### src/rtl/rr_arbiter8x3.sv
// Round-robin arbiter for 8 requesters with a one-hot grant, a 3-bit encoded owner index,
// and a hold-limit timeout so that one requester cannot keep the resource forever.
//
// state | meaning
// IDLE  | no owner; gv=0, gnt=0; d keeps the last owner
// GRANT | owner d holds the resource; busy_cnt counts held cycles
module rr_arbiter8x3 #(
  parameter int N        = 8,
  parameter int MAX_HOLD = 16
) (
  input  logic         clk,
  input  logic         rst,
  input  logic [N-1:0] i,
  output logic [N-1:0] gnt,
  output logic [2:0]   d,
  output logic         gv,
  output logic [7:0]   busy_cnt
);

  localparam logic [0:0] IDLE  = 1'b0;
  localparam logic [0:0] GRANT = 1'b1;

  logic [0:0]   state;
  logic [2:0]   ptr;
  logic [N-1:0] others;
  logic [N-1:0] cand;
  logic [2:0]   base;
  logic [2:0]   idx;
  logic [2:0]   win;
  logic         found;
  logic         own_req;
  logic         release_own;
  logic         timeout;

  always_comb begin
    own_req     = i[d];
    others      = i & ~(N'(1) << d);
    release_own = (state == GRANT) && !own_req;
    timeout     = (state == GRANT) && own_req && (busy_cnt >= 8'(MAX_HOLD)) && (|others);
    base        = (state == IDLE) ? ptr : d + 3'd1;
    // On timeout the current owner is masked out so it must wait for its next turn.
    cand        = timeout ? others : i;
    found       = 1'b0;
    win         = 3'd0;
    idx         = 3'd0;
    for (int k = 0; k < N; k++) begin
      idx = base + k[2:0];
      if (!found && cand[idx]) begin
        found = 1'b1;
        win   = idx;
      end
    end
  end

  always_ff @(posedge clk or posedge rst) begin
    if (rst) begin
      state    <= IDLE;
      ptr      <= 3'd0;
      gnt      <= '0;
      d        <= 3'd0;
      gv       <= 1'b0;
      busy_cnt <= 8'd0;
    end else begin
      case (state)
        IDLE: begin
          if (found) begin
            gnt      <= N'(1) << win;
            d        <= win;
            gv       <= 1'b1;
            busy_cnt <= 8'd1;
            state    <= GRANT;
          end
        end
        GRANT: begin
          if (release_own || timeout) begin
            ptr <= d + 3'd1;
            if (found) begin
              gnt      <= N'(1) << win;
              d        <= win;
              busy_cnt <= 8'd1;
            end else begin
              gnt      <= '0;
              gv       <= 1'b0;
              busy_cnt <= 8'd0;
              state    <= IDLE;
            end
          end else if (busy_cnt != 8'hFF) begin
            busy_cnt <= busy_cnt + 8'd1;
          end
        end
        default: state <= IDLE;
      endcase
    end
  end

endmodule

### config.mk
export PLATFORM = sky130hd
export DESIGN_NAME = rr_arbiter8x3
export DESIGN_NICKNAME = d
export VERILOG_FILES = /design/src/rtl/rr_arbiter8x3.sv
export SDC_FILE = /design/constraint.sdc
export NUM_CORES = 1
export LEC_CHECK = 0
export CORE_MARGIN = 10
export CORE_UTILIZATION = 35
export DETAILED_ROUTE_END_ITERATION = 7
export PLACE_DENSITY = 0.52
export SYNTH_ARGS = -nofsm -noshare
export SYNTH_HDL_FRONTEND = slang
export SYNTH_SLANG_ARGS = --single-unit
### constraint.sdc
create_clock -name clk -period 3.9 [get_ports clk]
set_input_delay 0.585 -clock clk [delete_from_list [all_inputs] [get_ports clk]]
set_output_delay 0.585 -clock clk [all_outputs]
set_load 0.05 [all_outputs]
# Yosys cells after proc, flatten, opt, wreduce, memory -nomap -nowiden
# Index checks and enable logic that the tools add are counted.
# totals
output_inout_bits,20
n_memories,0
ramBits,0
romBits,0
elab_cells,115
in_bits,10
latch_bits,0
register_bits,24
# classes
mul,0
n_lt_le_gt_ge,10
shifts,2
n_div,0
bitwise_logic,3
addsub,9
n_reduce_logical,25
muxes,55
n_eq_ne,5
# ops
cell,count
8-bit two-way mux,7
"3-bit by 4-bit < comparator with 1-bit output, second input constant",9
3-bit two-way mux,11
8-bit case mux with 2 select lines,2
1-bit binary-select mux with 3-bit select,9
1-bit two-way mux,23
"1-bit by 3-bit left shift with 8-bit output, first input constant",2
"3-bit adder, second input constant",4
1-bit logical AND,11
"8-bit by 1-bit adder with 8-bit output, second input constant",1
8-bit bitwise AND,1
"8-bit by 5-bit greater-or-equal comparator with 1-bit output, second input constant",1
1-bit zero test,8
"8-bit != test, second input constant",1
8-bit inverter,1
8-bit OR reduction,1
"3-bit by 1-bit adder with 3-bit output, second input constant",2
"3-bit by 2-bit adder with 3-bit output, second input constant",2
3-bit case mux with 2 select lines,1
2-bit AND reduction,3
"2-bit != test, second input constant",2
1-bit case mux with 2 select lines,2
"3-bit by 1-bit != test with 1-bit output, second input constant",1
3-bit AND reduction,1
3 further kinds,3

# Logic depth before layout (Yosys ltp)
# Gate-level depths: netlist of the first run.
# logic_depth
depth_word,34
mapped_depth,21
ltp_nobuf,17

# Least setup slack after synthesis of the first run
# Ideal clock, no wire load.
# synth_path
path_type,flip-flop to flip-flop
from,register d[0]
to,register busy_cnt[7]
required_ns,3.823
path_stages_with_launch,18
setup_ns,0.077
synth_period_minus_slack_ns,4.427
path_slack_ns,-0.527
n_path_buf,2
t_arrival_ns,4.350
cell_sequence,dfrtp_1 -> inv_1 -> ha_1 -> mux2_2 -> buf_2 -> ha_1 -> clkbuf_1 -> inv_1 -> mux2i_1 -> a31oi_1 -> a32oi_2 -> nand4_2 -> inv_1 -> ha_1 -> a31oi_1 -> nand2_1 -> or3_1 -> a21oi_1
# synth_via
elab_chain_len,32
elab_cells_between_ends,65
classes_between,add/sub (8); eq/ne (2); shift (1); mux (30); bitwise (2); reduce/logical (22)
# synth_rtl
item,line,text
start: declaration,15,"output logic [2:0] d,"
start signal: assignment,68,d <= win;
start signal: assignment,79,d <= win;
"parallel branches: the longest is 32 deep, another holds 3-bit by 1-bit adder with 3-bit output",n/a,
end signal: assignment,88,busy_cnt <= busy_cnt + 8'd1;
end: declaration,17,output logic [7:0] busy_cnt
# Several ways; the timed one is not identified. The select of a mux whose other input is x is not followed.
# A chain may end at the register's enable or synchronous reset.

# Final worst setup path of the first run
# layout_path
from,register d[0]
to,register gnt[6]
# layout_via
elab_chain_len,34
elab_cells_between_ends,76
classes_between,add/sub (8); eq/ne (2); shift (2); mux (40); bitwise (2); reduce/logical (22)
# layout_rtl
item,line,text
"parallel branches: the longest is 34 deep, another holds 3-bit by 1-bit adder with 3-bit output",n/a,
end signal: assignment,67,gnt <= N'(1) << win;
end signal: assignment,78,gnt <= N'(1) << win;
end: declaration,14,"output logic [N-1:0] gnt,"
# Several ways; the timed one is not identified. The select of a mux whose other input is x is not followed.

==> impl_metrics.ini, run 1 <==
[cts]
clk_latency_ns = 0.27
cts_buffers = 3
cts.sinks = 24
clk_pin_slew_ns = 0.09
htree_levels = 1
cts_tree = done
cts-root-buf = clkbuf_8
clk_path_buf_depth = 2

[logic_synthesis]
seq_area_frac_synth_pct = 22.1
yosysUniqueCellTypes = 80
syn_area_um2 = 2720
synth-edff-count = 0
netlist_instances = 339
synth_warnings = 0
synth_top_area_share_pct = 22.1
post-synth-top-area-cell = dfrtp_1
synth.top_cells.by_area = dfrtp_1, nor2_1, nand2_1
ys_ff_latch = 24
syn_avg_cell_area_um2 = 8.02
synth_nets = 360
synthArstFlopShare_pct = 100
synthFlopType = dfrtp_1

[global_routing]
grt_max_degree = 25
antenna_found_initial = 0
first_global_vias = 3361
grt_pass1_wl_um = 16900
globalRouteTotalUtil_pct = 17.6
grt_overflow = 0

[worst_setup_path]
cp_cell_sequence = inv_4 > ha_4 > buf_6 > a21boi_4 > a2bb2oi_2 > buf_4 > o31ai_4 > o311a_1 > or4_4 > o2bb2ai_4 > nor2b_4 > buf_6 > buf_4 > buf_6 > o211ai_1 > a21o_1 > and3_4 > o31ai_4
critical_path.n_buffers_inverters = 6
crit_path_frequent_cell = buf_6
critPathTopFamily = compound AO/OA/AOI/OAI gates
setup.worst_path.class = reg2reg
worst_path_largest_cell_delay_ns = 0.57
cp-start-kind = register
cp_max_fo = 5
cp_slowest_cell = or4_4
crit_arrival_ns = 4.19
end_kind = register
crit_required_ns = 4.08

[final_layout]
n_antenna_cell = 0
drive_gt1_share_pct = 50.2
areaGrowthSynthToFinish_pct = 77.2
final_nets = 514
fillCellCount = 666
layout_commonest_cell = buf_4
most-common-layout-cells = buf_4, nand2_1, nor2_1

[job]
cap_viol_max_count = 0

[hold_path]
hp-class = reg2reg

[detailed_routing]
drt_pass1_iterations = 5
wirelength_um = 10800
num_vias = 3424
drt_iter0_drc = 203
wire_per_inst_um = 18.2
vias_per_cell = 5.76
ant_nets = 0
drc_errors = 0

[timing]
max_clock_freq_ghz = 0.249
drv_slew = 0
slew_headroom_pct = 38.0
tightestPinTransition_ns = 0.929
fin_skew_ns = 0.00567
fin_crit_ns = 4.01
finalCritPeriodShare_pct = 103
rsz0062_at_grt = yes
fin_ws_ns = -0.113
setup_violations = 13
finalHoldViolations = 0

[floorplan]
initial_core_util_pct = 35.6
fp.dieW_um = 108
ios = 30
dieArea_um2 = 11700
die_h_um = 108
rows = 32
coreArea_um2 = 7650

[placed_design]
dp_slack_ns = -0.583
portBuffers = 29
dp_hpwl_um = 7780
place.gp.congestion = 0.880

[outcome]
status = finished with violations
violations = setup timing
[repair_timing]
action | in CTS | in global routing
endpoints found under the setup margin | 19 | 19
pin swaps | 29 | 25
resized for setup | 78 | 62
buffers inserted | 13 | 17
hold buffers | 0 | 0
[per-stage QoR]
step	util, %	cells	hold WS (ns)	instance area [um^2]	TNS (ns)
CTS	57.2	578	0.484	4380	-0.291
finish	63.0	594	0.480	4820	-0.786
global route	63.0	594	0.503	4820	-2.82
global placement	51.1	562	0.471	3910	-7.68
detailed placement	51.1	562	0.467	3910	-8.89
floorplan	-	339	0.477	2760	0
[worst min-delay path, delay by kind of cell (launching register included)]
kind / cells / cell delay (ns)
AO/OA/AOI/OAI: 1 / 0.05
flip-flops: 1 / 0.35
AND/OR/NAND/NOR: 1 / 0.05
[area by class of cell]
cell class                 count  area (um^2)  area share [%]
timing repair buffer         162         1370            28.5
tap                          102          128            2.65
multi-input combinational    288         2600            54.0
sequential                    24          607            12.6
clock buffer                   4         55.1            1.14
inverter                      14         55.1            1.14
[logic make-up (layout without fill, tap and decap cells)]
kind of cell	count (synthesis)	in the layout	share of synthesized area (%)
AND/OR/NAND/NOR	141	141	25.9
AO/OA/AOI/OAI	118	118	34.1
buffers and inverters	27	180	4.32
flip-flops	24	24	22.1
multiplexers	12	12	6.58
adder cells (fa/ha/maj)	11	11	5.06
XOR/XNOR	6	6	1.93
[cell usage after synthesis (2+ instances only)]
cell and instances:
nor2_1 42, nand2_1 40, dfrtp_1 24, a21oi_1 19, nand3_1 19, o21ai_0 15
inv_1 13, o31ai_1 13, ha_1 11, nor2b_1 8, a31oi_1 7, nand4_1 7
nor3_1 7, a21o_1 6, clkbuf_1 6, a221o_1 4, buf_2 4, mux2i_1 4
o211ai_1 4, o22ai_1 4, xnor2_1 4, a22oi_1 3, mux2_2 3, mux4_2 3
o22a_1 3, o31a_1 3, a21boi_0 2, a221oi_1 2, a22o_1 2, a32oi_2 2
nor4_1 2, o221ai_1 2, o41a_1 2, or3_1 2, xor2_1 2
[per-layer routing]
| layer | global-route usage, % | wire (um) |
|---|---|---|
| met1 | 23.0 | 4860 |
| met3 | 2.74 | 434 |
| met5 | 0 | 0 |
| met4 | 4.39 | 137 |
| met2 | 29.4 | 5350 |
[final timing paths]
check	end	start	slack, ns	cells past startpoint
setup / recovery	gnt[6]	d[0]	-0.11	18
hold / removal	gnt[1]	gnt[1]	0.48	2
setup reg to reg	gnt[6]	d[0]	-0.11	18
hold reg to reg	gnt[1]	gnt[1]	0.48	2
max in group asynchronous	d[0]	rst	2.42	2
min in group asynchronous	busy_cnt[1]	rst	0.82	2
[state kept, by name, summed over array words and instances (netlist names)]
register / count
busy_cnt: 8
gnt: 8
d: 3
ptr: 3
gv: 1
state: 1
Power of run 1 is left out: the tool's default activity adds up to more than one toggle a clock period on the data nets, which glitch-free logic cannot reach.
==> run 2: changes to the inputs <==
--- a/config.mk
+++ b/config.mk
@@ -8,6 +8,7 @@
 export CORE_MARGIN = 10
 export CORE_UTILIZATION = 35
 export DETAILED_ROUTE_END_ITERATION = 7
+export HOLD_SLACK_MARGIN = 0.08
 export PLACE_DENSITY = 0.52
 export SYNTH_ARGS = -nofsm -noshare
 export SYNTH_HDL_FRONTEND = slang
==> results of run 2 <==
Same layout as run 1: the final DEF is identical, and so are final timing and power.
Power of run 2 is left out for the same reason.
==> run 3: changes to the inputs <==
--- a/config.mk
+++ b/config.mk
@@ -8,6 +8,7 @@
 export CORE_MARGIN = 10
 export CORE_UTILIZATION = 35
 export DETAILED_ROUTE_END_ITERATION = 7
+export GPL_TIMING_DRIVEN = 0
 export HOLD_SLACK_MARGIN = 0.08
 export PLACE_DENSITY = 0.52
 export SYNTH_ARGS = -nofsm -noshare
==> impl_metrics.ini, run 3 (synthesis results as in run 1) <==
[worst_setup_path]
reg2reg_to = gnt[0]
worstRegToRegCells = 13
critical_path.n_buffers_inverters = 1
cp_max_fo = 6
rrSetupSlack_ns = -0.09
crit_path_frequent_cell = o31ai_4
cp_cell_sequence = inv_4 > ha_4 > nor2b_4 > o41a_1 > o31ai_4 > o31ai_4 > o221a_4 > o211ai_1 > a32oi_4 > and4_4 > or4_4 > a21o_1 > o31ai_2
end_kind = register
setup.worst_path.class = reg2reg
cp_slowest_cell = dfrtp_4
critPathTopFamily = compound AO/OA/AOI/OAI gates
worst_path_largest_cell_delay_ns = 0.54
crit_arrival_ns = 4.17
cp-start-kind = register
rr_startpoint = d[0]
crit_required_ns = 4.08

[global_routing]
antenna_found_initial = 0
globalRouteTotalUtil_pct = 16.2
grt_max_degree = 25
first_global_vias = 2958
grt_overflow = 0
grt_pass1_wl_um = 15600

[detailed_routing]
drc_errors = 0
vias_per_cell = 5.96
wire_per_inst_um = 18.8
ant_nets = 0
wirelength_um = 9680
drt_iter0_drc = 244
num_vias = 3067
drt_pass1_iterations = 4

[final_layout]
most-common-layout-cells = nor2_1, buf_4, nand2_1
n_antenna_cell = 0
areaGrowthSynthToFinish_pct = 51.9
fin_util_pct = 54.0
drive_gt1_share_pct = 37.0
final_nets = 435
biggestRegsByFlops = busy_cnt: 8 flops, gnt: 8 flops
fin_area_um2 = 4130

[hold_path]
whs_path_depth = 2
hp-start = gnt[5]
hold_end = gnt[5]
hp-class = reg2reg

[cts]
cts_buffers = 3
clk_latency_ns = 0.27
cts_tree = done
cts.sinks = 24
clk_pin_slew_ns = 0.09
clk_path_buf_depth = 2
htree_levels = 1
cts-root-buf = clkbuf_8
hold_buffers = 0

[timing]
tightestPinTransition_ns = 0.955
slew_headroom_pct = 36.3
fin_skew_ns = 0.00283
setup_violations = 9
rsz0062_at_grt = yes
drv_slew = 0
finalCritPeriodShare_pct = 102
setup_tns_ns = -0.380
finalHoldViolations = 0
fin_crit_ns = 3.99
max_clock_freq_ghz = 0.251
fin_ws_ns = -0.0876

[placed_design]
place.gp.congestion = 0.861
dp_hpwl_um = 6630
portBuffers = 29
place_area_um2 = 3170

[floorplan]
dieArea_um2 = 11700
ios = 30
rows = 32
die_h_um = 108
coreArea_um2 = 7650
fp.dieW_um = 108
initial_core_util_pct = 35.6

[outcome]
status = finished with violations
violations = setup timing

[job]
cap_viol_max_count = 0
-- run 3: cell types whose count changed in the layout (fill, tap and decap cells not counted), sizes merged --
| cell | previous run | this run |
|---|---|---|
| clkinvlp | 0 | 1 |
| clkbuf | 4 | 8 |
| buf | 133 | 50 |
| inv | 13 | 12 |
| clkdlybuf4s15 | 0 | 1 |
| clkdlybuf4s50 | 22 | 21 |
-- run 3: timing repair --
item                                    4_1_cts  5_1_grt
endpoints found under the setup margin       20       20
hold endpoints to repair                      0        0
cloned                                        0        0
resized for setup                           103       20
setup buffers                                28       14
pin swaps                                    22       19
-- run 3: cell type report --
class	count	area (um^2)
buffer	12	88.8
clock buffer	4	55.1
fill	713	3510
inverter	14	71.3
multi-input combinational	288	2560
sequential	24	607
tap	102	128
timing repair buffer	71	626
-- run 3: worst max path at each step --
stage	from	endpoint	cells after the start
finish	d[0]	gnt[0]	13
global route	d[0]	gnt[1]	15
CTS	d[0]	gnt[0]	15
detailed placement	i[6]	gnt[0]	12
global placement	i[6]	d[2]	12
floorplan	d[0]	busy_cnt[7]	16
-- run 3: stage by stage --
stage	instances	hold slack (ns)	setup slack [ns]
2_1_floorplan	339	0.477	0.00577
3_3_place_gp	470	0.472	-0.971
3_5_place_dp	470	0.471	-0.920
4_1_cts	501	0.491	-0.0284
5_1_grt	515	0.528	-0.206
6_report	515	0.490	-0.0876
-- run 3: layer usage --
layer,track usage (%),part of all wire (%)
met5,0,0
met4,2.19,0.44
met1,21.8,45
met3,2.32,4.6
met2,27.4,50
-- run 3: worst register-to-register path: cells and delay by family (launching register included) --
kind            cells  cell delay [ns]
buf+inv             1             0.10
fa+ha+maj           1             0.19
simple gates        3             0.82
compound gates      8             2.25
flops               1             0.54
Power of run 3 is left out for the same reason.
